===== config.mk =====
export PLATFORM = sky130hd
export DESIGN_NAME = pfd_tdc
export DESIGN_NICKNAME = d
export VERILOG_FILES = /design/src/rtl/pfd_tdc.sv
export SDC_FILE = /design/constraint.sdc
export NUM_CORES = 1
export LEC_CHECK = 0
export CAP_MARGIN = 10
export CORE_AREA = 2 2 72 74
export CTS_BUF_LIST = sky130_fd_sc_hd__clkbuf_2
export CTS_CLUSTER_SIZE = 28
export DETAILED_ROUTE_END_ITERATION = 16
export DIE_AREA = 0 0 74 76
export PLACE_DENSITY = 0.78
export SLEW_MARGIN = 20
export SYNTH_ARGS = -nofsm -noshare
export SYNTH_HDL_FRONTEND = slang
export SYNTH_SLANG_ARGS = --single-unit

===== constraint.sdc =====
create_clock -name clk -period 3.4 [get_ports clk]
set_input_delay 0.68 -clock clk [delete_from_list [all_inputs] [get_ports clk]]
set_output_delay 0.68 -clock clk [all_outputs]
set_load 0.05 [all_outputs]

===== src/rtl/pfd_tdc.sv =====
// Digital phase-frequency detector with a built-in time-to-digital counter, cycle-slip flag and lock detect.
// Optional feature: define PFD_DEADZONE_EN to report err=0 for comparisons whose magnitude is <= DEADZONE.
module pfd_tdc #(
   parameter int SYNC_STAGES = 2,
   parameter int ERR_W       = 12,
   parameter int LOCK_TOL    = 4,
   parameter int LOCK_CNT    = 16,
   parameter int DEADZONE    = 1
) (
   input  logic             clk,
   input  logic             rst_n,
   input  logic             en,
   input  logic             clk_ref,
   input  logic             clk_fb,
   output logic             up,
   output logic             down,
   output logic             err_valid,
   output logic [ERR_W-1:0] err,
   output logic             locked,
   output logic             cycle_slip
);

   typedef enum logic [1:0] {
      ST_IDLE = 2'd0,
      ST_UP   = 2'd1,
      ST_DOWN = 2'd2
   } state_t;

`ifdef PFD_DEADZONE_EN
   localparam bit DZ_EN = 1'b1;
`else
   localparam bit DZ_EN = 1'b0;
`endif

   localparam logic [ERR_W-1:0] CNT_MAX     = {1'b0, {(ERR_W-1){1'b1}}};
   localparam logic [ERR_W-1:0] CNT_ONE     = ERR_W'(1);
   localparam logic [ERR_W-1:0] DZ_MAG      = ERR_W'(DEADZONE);
   localparam logic [7:0]       LOCK_TARGET = 8'(LOCK_CNT);

   logic [SYNC_STAGES-1:0] ref_sync_q;
   logic [SYNC_STAGES-1:0] fb_sync_q;
   logic                   ref_dly_q;
   logic                   fb_dly_q;
   logic                   ref_edge_s;
   logic                   fb_edge_s;

   state_t                 state_q, state_d;
   logic [ERR_W-1:0]       cnt_q, cnt_d;
   logic                   close_s;
   logic                   close_neg_s;
   logic                   slip_s;
   logic [ERR_W-1:0]       close_mag_s;
   logic [ERR_W-1:0]       mag_s;
   logic [ERR_W-1:0]       err_next_s;

   logic                   up_q, down_q, err_valid_q, slip_q, locked_q;
   logic [ERR_W-1:0]       err_q;
   logic [7:0]             lock_cnt_q;
   logic [ERR_W-1:0]       err_abs_s;
   logic                   in_tol_s;

   function automatic logic [ERR_W-1:0] sat_inc(input logic [ERR_W-1:0] v);
      if (v >= CNT_MAX) begin
         return CNT_MAX;
      end else begin
         return v + CNT_ONE;
      end
   endfunction

   // Input synchronisers plus one delay flop for rising-edge detection.
   always_ff @(posedge clk or negedge rst_n) begin
      if (!rst_n) begin
         ref_sync_q <= '0;
         fb_sync_q  <= '0;
         ref_dly_q  <= 1'b0;
         fb_dly_q   <= 1'b0;
      end else begin
         ref_sync_q <= {ref_sync_q[SYNC_STAGES-2:0], clk_ref};
         fb_sync_q  <= {fb_sync_q[SYNC_STAGES-2:0], clk_fb};
         ref_dly_q  <= ref_sync_q[SYNC_STAGES-1];
         fb_dly_q   <= fb_sync_q[SYNC_STAGES-1];
      end
   end

   assign ref_edge_s = ref_sync_q[SYNC_STAGES-1] & ~ref_dly_q;
   assign fb_edge_s  = fb_sync_q[SYNC_STAGES-1] & ~fb_dly_q;

   // Comparison state machine next-state, counter and close/slip decode.
   always_comb begin
      state_d     = state_q;
      cnt_d       = cnt_q;
      close_s     = 1'b0;
      close_neg_s = 1'b0;
      slip_s      = 1'b0;
      close_mag_s = '0;
      if (!en) begin
         state_d = ST_IDLE;
         cnt_d   = '0;
      end else begin
         case (state_q)
            ST_IDLE: begin
               if (ref_edge_s && fb_edge_s) begin
                  close_s = 1'b1;
               end else if (ref_edge_s) begin
                  state_d = ST_UP;
                  cnt_d   = CNT_ONE;
               end else if (fb_edge_s) begin
                  state_d = ST_DOWN;
                  cnt_d   = CNT_ONE;
               end else begin
                  state_d = ST_IDLE;
               end
            end
            ST_UP: begin
               if (fb_edge_s) begin
                  close_s     = 1'b1;
                  close_mag_s = cnt_q;
                  // A simultaneous ref edge opens the next comparison straight away.
                  if (ref_edge_s) begin
                     state_d = ST_UP;
                     cnt_d   = CNT_ONE;
                  end else begin
                     state_d = ST_IDLE;
                     cnt_d   = '0;
                  end
               end else begin
                  cnt_d  = sat_inc(cnt_q);
                  slip_s = ref_edge_s;
               end
            end
            ST_DOWN: begin
               if (ref_edge_s) begin
                  close_s     = 1'b1;
                  close_neg_s = 1'b1;
                  close_mag_s = cnt_q;
                  if (fb_edge_s) begin
                     state_d = ST_DOWN;
                     cnt_d   = CNT_ONE;
                  end else begin
                     state_d = ST_IDLE;
                     cnt_d   = '0;
                  end
               end else begin
                  cnt_d  = sat_inc(cnt_q);
                  slip_s = fb_edge_s;
               end
            end
            default: begin
               state_d = ST_IDLE;
               cnt_d   = '0;
            end
         endcase
      end
   end

   assign mag_s      = (DZ_EN && (close_mag_s <= DZ_MAG)) ? '0 : close_mag_s;
   assign err_next_s = close_neg_s ? (~mag_s + CNT_ONE) : mag_s;

   // State, counter and registered detector outputs.
   always_ff @(posedge clk or negedge rst_n) begin
      if (!rst_n) begin
         state_q     <= ST_IDLE;
         cnt_q       <= '0;
         up_q        <= 1'b0;
         down_q      <= 1'b0;
         err_valid_q <= 1'b0;
         err_q       <= '0;
         slip_q      <= 1'b0;
      end else begin
         state_q     <= state_d;
         cnt_q       <= cnt_d;
         up_q        <= (state_d == ST_UP);
         down_q      <= (state_d == ST_DOWN);
         err_valid_q <= close_s;
         slip_q      <= slip_s;
         if (close_s) begin
            err_q <= err_next_s;
         end else begin
            err_q <= err_q;
         end
      end
   end

   assign err_abs_s = err_q[ERR_W-1] ? (~err_q + CNT_ONE) : err_q;
   assign in_tol_s  = (int'(err_abs_s) <= LOCK_TOL);

   // Lock qualification over consecutive in-tolerance results.
   always_ff @(posedge clk or negedge rst_n) begin
      if (!rst_n) begin
         lock_cnt_q <= 8'd0;
         locked_q   <= 1'b0;
      end else if (!en || slip_q || (err_valid_q && !in_tol_s)) begin
         lock_cnt_q <= 8'd0;
         locked_q   <= 1'b0;
      end else begin
         if (err_valid_q && (lock_cnt_q < LOCK_TARGET)) begin
            lock_cnt_q <= lock_cnt_q + 8'd1;
         end else begin
            lock_cnt_q <= lock_cnt_q;
         end
         locked_q <= (lock_cnt_q >= LOCK_TARGET);
      end
   end

   assign up         = up_q;
   assign down       = down_q;
   assign err_valid  = err_valid_q;
   assign err        = err_q;
   assign locked     = locked_q;
   assign cycle_slip = slip_q;

endmodule


==> out/qor.yml <==
critPathTopFamily: "buffers and inverters"
die_area_um2: 5624
area.growth.synth_to_final_pct: 11.30
path_class: "flip-flop to primary output"
hold_slack_ns: 0.1949
path_clk_slew_ns: 0.24
power.density_nw_per_um2: 389.1
synth_xor_area_frac: 0.02791
setup_tns_ns: 0
synth_top_family_by_area: "simple AND/OR/NAND/NOR gates"
status: "completed"
finalSetupViolations: 0
crit_path_start_kind: "flip-flop"
detail-route-antenna-nets: 0
dp.cells: 389
p_leak_nw: 1.299
cts_tree: "built"
finalCritPeriodShare: 0.7673
cts_buffers: 5
hold_viol_final: 0
cts.sinks: 45
initial_core_util: 0.5749
drt_iter0_markers: 163
num_rows: 26
crit_fanout: 13
gp_congestion: 0.8439
synth_simple_gate_area_frac: 0.2561
first_global_vias: 2255
cp.depth: 1
rsz0062_at_grt: "no"
hpwl_um: 4166
synth.net_count: 328
core_um2: 4912
yosysSeqAreaShare: 0.3988
grt_first_pass_wirelength_um: 10150
die_h_um: 76
n_antenna_cell: 0
cpMaxStageDelayCell: "clkdlybuf4s50_1"
synth_edf_count: 0
cts_resized: 0
grt-ovfl-total: 0
insertion_delay_ns: 0.42
dr.pass1.iters: 4
wire_per_inst_um: 14.57
synth_fa_ha_area_frac: 0.03988
holdCritPathClass: "primary input to asynchronous set/reset pin"
post_cts_buffers: 0
grt_util_all_layers: 0.2246
crit_path_max_incr_delay_ns: 0.88
die_w_um: 74
slew_headroom: 0.5684
synth_compound_area_frac: 0.2237
critPathLaunch: "err[11]"
instances_no_fill: 397
cp_cell_sequence: "clkdlybuf4s50_1"
vias: 2402
path_buf_inv: 1
power_mw: 1.223
async_reset_ff_frac: 1.000
avgSynthCellArea_um2: 8.993
ys_seq_elements: 45
postSynthCellCount: 314
postRouteWirelength_um: 5784
syn_area_um2: 2824
clockBufferDepth: 2
cp.arrival_ns: 1.93
min_period_ns: 2.609
clock.fmax_ghz: 0.3833
r2r_cells: 10
r2r-start: "state_q[0]"
io_buffers: 21
finalMaxSlewViolations: 0
fin_area_um2: 3143
fin_nets: 340
worst_pin_slew_ns: 0.6439
cts_root_buf: "clkbuf_2"
drv_cap: 0
h-tree-depth: 2
yosys_warnings: 0
avgViaCountPerCell: 6.050
ios: 22
drc: 0
critPathCaptureType: "primary output"
ctsHoldBuffers: 0
synthFlopType: "dfrtp_1"
grt_antenna_before_repair: 0
required_ns: 2.72
grt_max_degree: 46
ys_types: 64
skew_ns: 0.02722
synthMuxAreaShare: 0.008861
layout-drive-gt1-share: 0.08563
placed_area_um2: 3050
ir_worst_vdd_v: 0.0002634
## final timing paths
path | to | slack (ns)
setup / recovery | err[11] | 0.79
hold / removal | lock_cnt_q[1] | 0.19
setup reg to reg | err[6] | 0.88
hold reg to reg | fb_sync_q[1] | 0.38
max in group asynchronous | err[1] | 2.81
min in group clk | fb_sync_q[1] | 0.38
## where the power goes
group | leakage, nW | internal, mW | switching [mW]
clock network | 0.0529 | 0.197 | 0.173
registers | 0.605 | 0.555 | 0.0328
logic | 0.641 | 0.102 | 0.163
total | 1.30 | 0.854 | 0.369
## cells in the final DEF (no fill, tap or decap), drive strengths merged, types with 8 or more instances in the layout
master	instances
dfrtp	45
nand2b	8
inv	11
a22o	8
and3	9
nor3	10
a21oi	16
nor2b	9
nand2	29
o21ai	35
clkdlybuf4s50	20
ha	9
nor2	17
nand3	15
## cells in the mapped netlist, types with 3 or more instances
cell type / n / area share
nor2b_1: 9 / 0.020
nand3_1: 15 / 0.027
xnor2_1: 6 / 0.019
o21ai_0: 16 / 0.028
and3_1: 9 / 0.020
nand2_1: 29 / 0.039
a21o_1: 4 / 0.011
a31oi_1: 4 / 0.0089
nand4_1: 4 / 0.0089
dfrtp_1: 45 / 0.40
a22o_1: 8 / 0.025
nand2b_1: 8 / 0.018
ha_1: 9 / 0.040
nor3_1: 8 / 0.014
o21ai_1: 19 / 0.034
clkbuf_1: 12 / 0.016
nor2_1: 17 / 0.023
inv_1: 10 / 0.013
a21oi_1: 16 / 0.028
o31ai_1: 6 / 0.016
o211ai_1: 4 / 0.011
xor2_1: 3 / 0.0093
## registers in the layout, summed over array words and instances (netlist names), 2 cells and up
register,cells
err,12
state_q,2
fb_sync_q,2
ref_sync_q,2
lock_cnt_q,8
cnt_q,12
## stage by stage
stage	setup WS, ns	utilization
CTS	0.7765	0.6393
global placement	0.7325	0.6210
global route	0.6022	0.6398
floorplan	0.9936	-
finish	0.7912	0.6398
detailed placement	0.5374	0.6210
## worst register-to-register path, stage by stage (launching register included)
cell	delay, ns
dfrtp_1	0.48
inv_1	0.10
ha_1	0.28
nand3b_1	0.21
a21oi_1	0.33
nand2_1	0.13
ha_1	0.32
a21oi_1	0.22
nand3_1	0.12
o211ai_1	0.14
o21ai_1	0.08
## area by class of cell
class / count / area [µm²]
fillers: 400 / 1769
multi-input cells: 239 / 1572
flip-flops and latches: 45 / 1126
repair buffers: 23 / 222.7
well taps: 70 / 87.58
clock inverters: 3 / 65.06
inverters: 12 / 45.04
clock buffers: 5 / 25.02
## per-layer routing
metal	vias up	track usage	part of all wire
met5	-	0	0
met4	0	0.07455	0.020
met3	12	0.04497	0.046
met2	68	0.3527	0.49
met1	1160	0.3090	0.44
li1	1162	-	-
## logic make-up (layout without fill, tap and decap cells)
family,count (synthesis),after routing
and+or+nand+nor,124,124
AOI/OAI and AO/OA,95,95
DFF,45,45
buffers and inverters,30,43
adders and majority gates,9,9
xor gates and xnor gates,9,9
muxes,2,2
(Power assumes the default switching activity.)
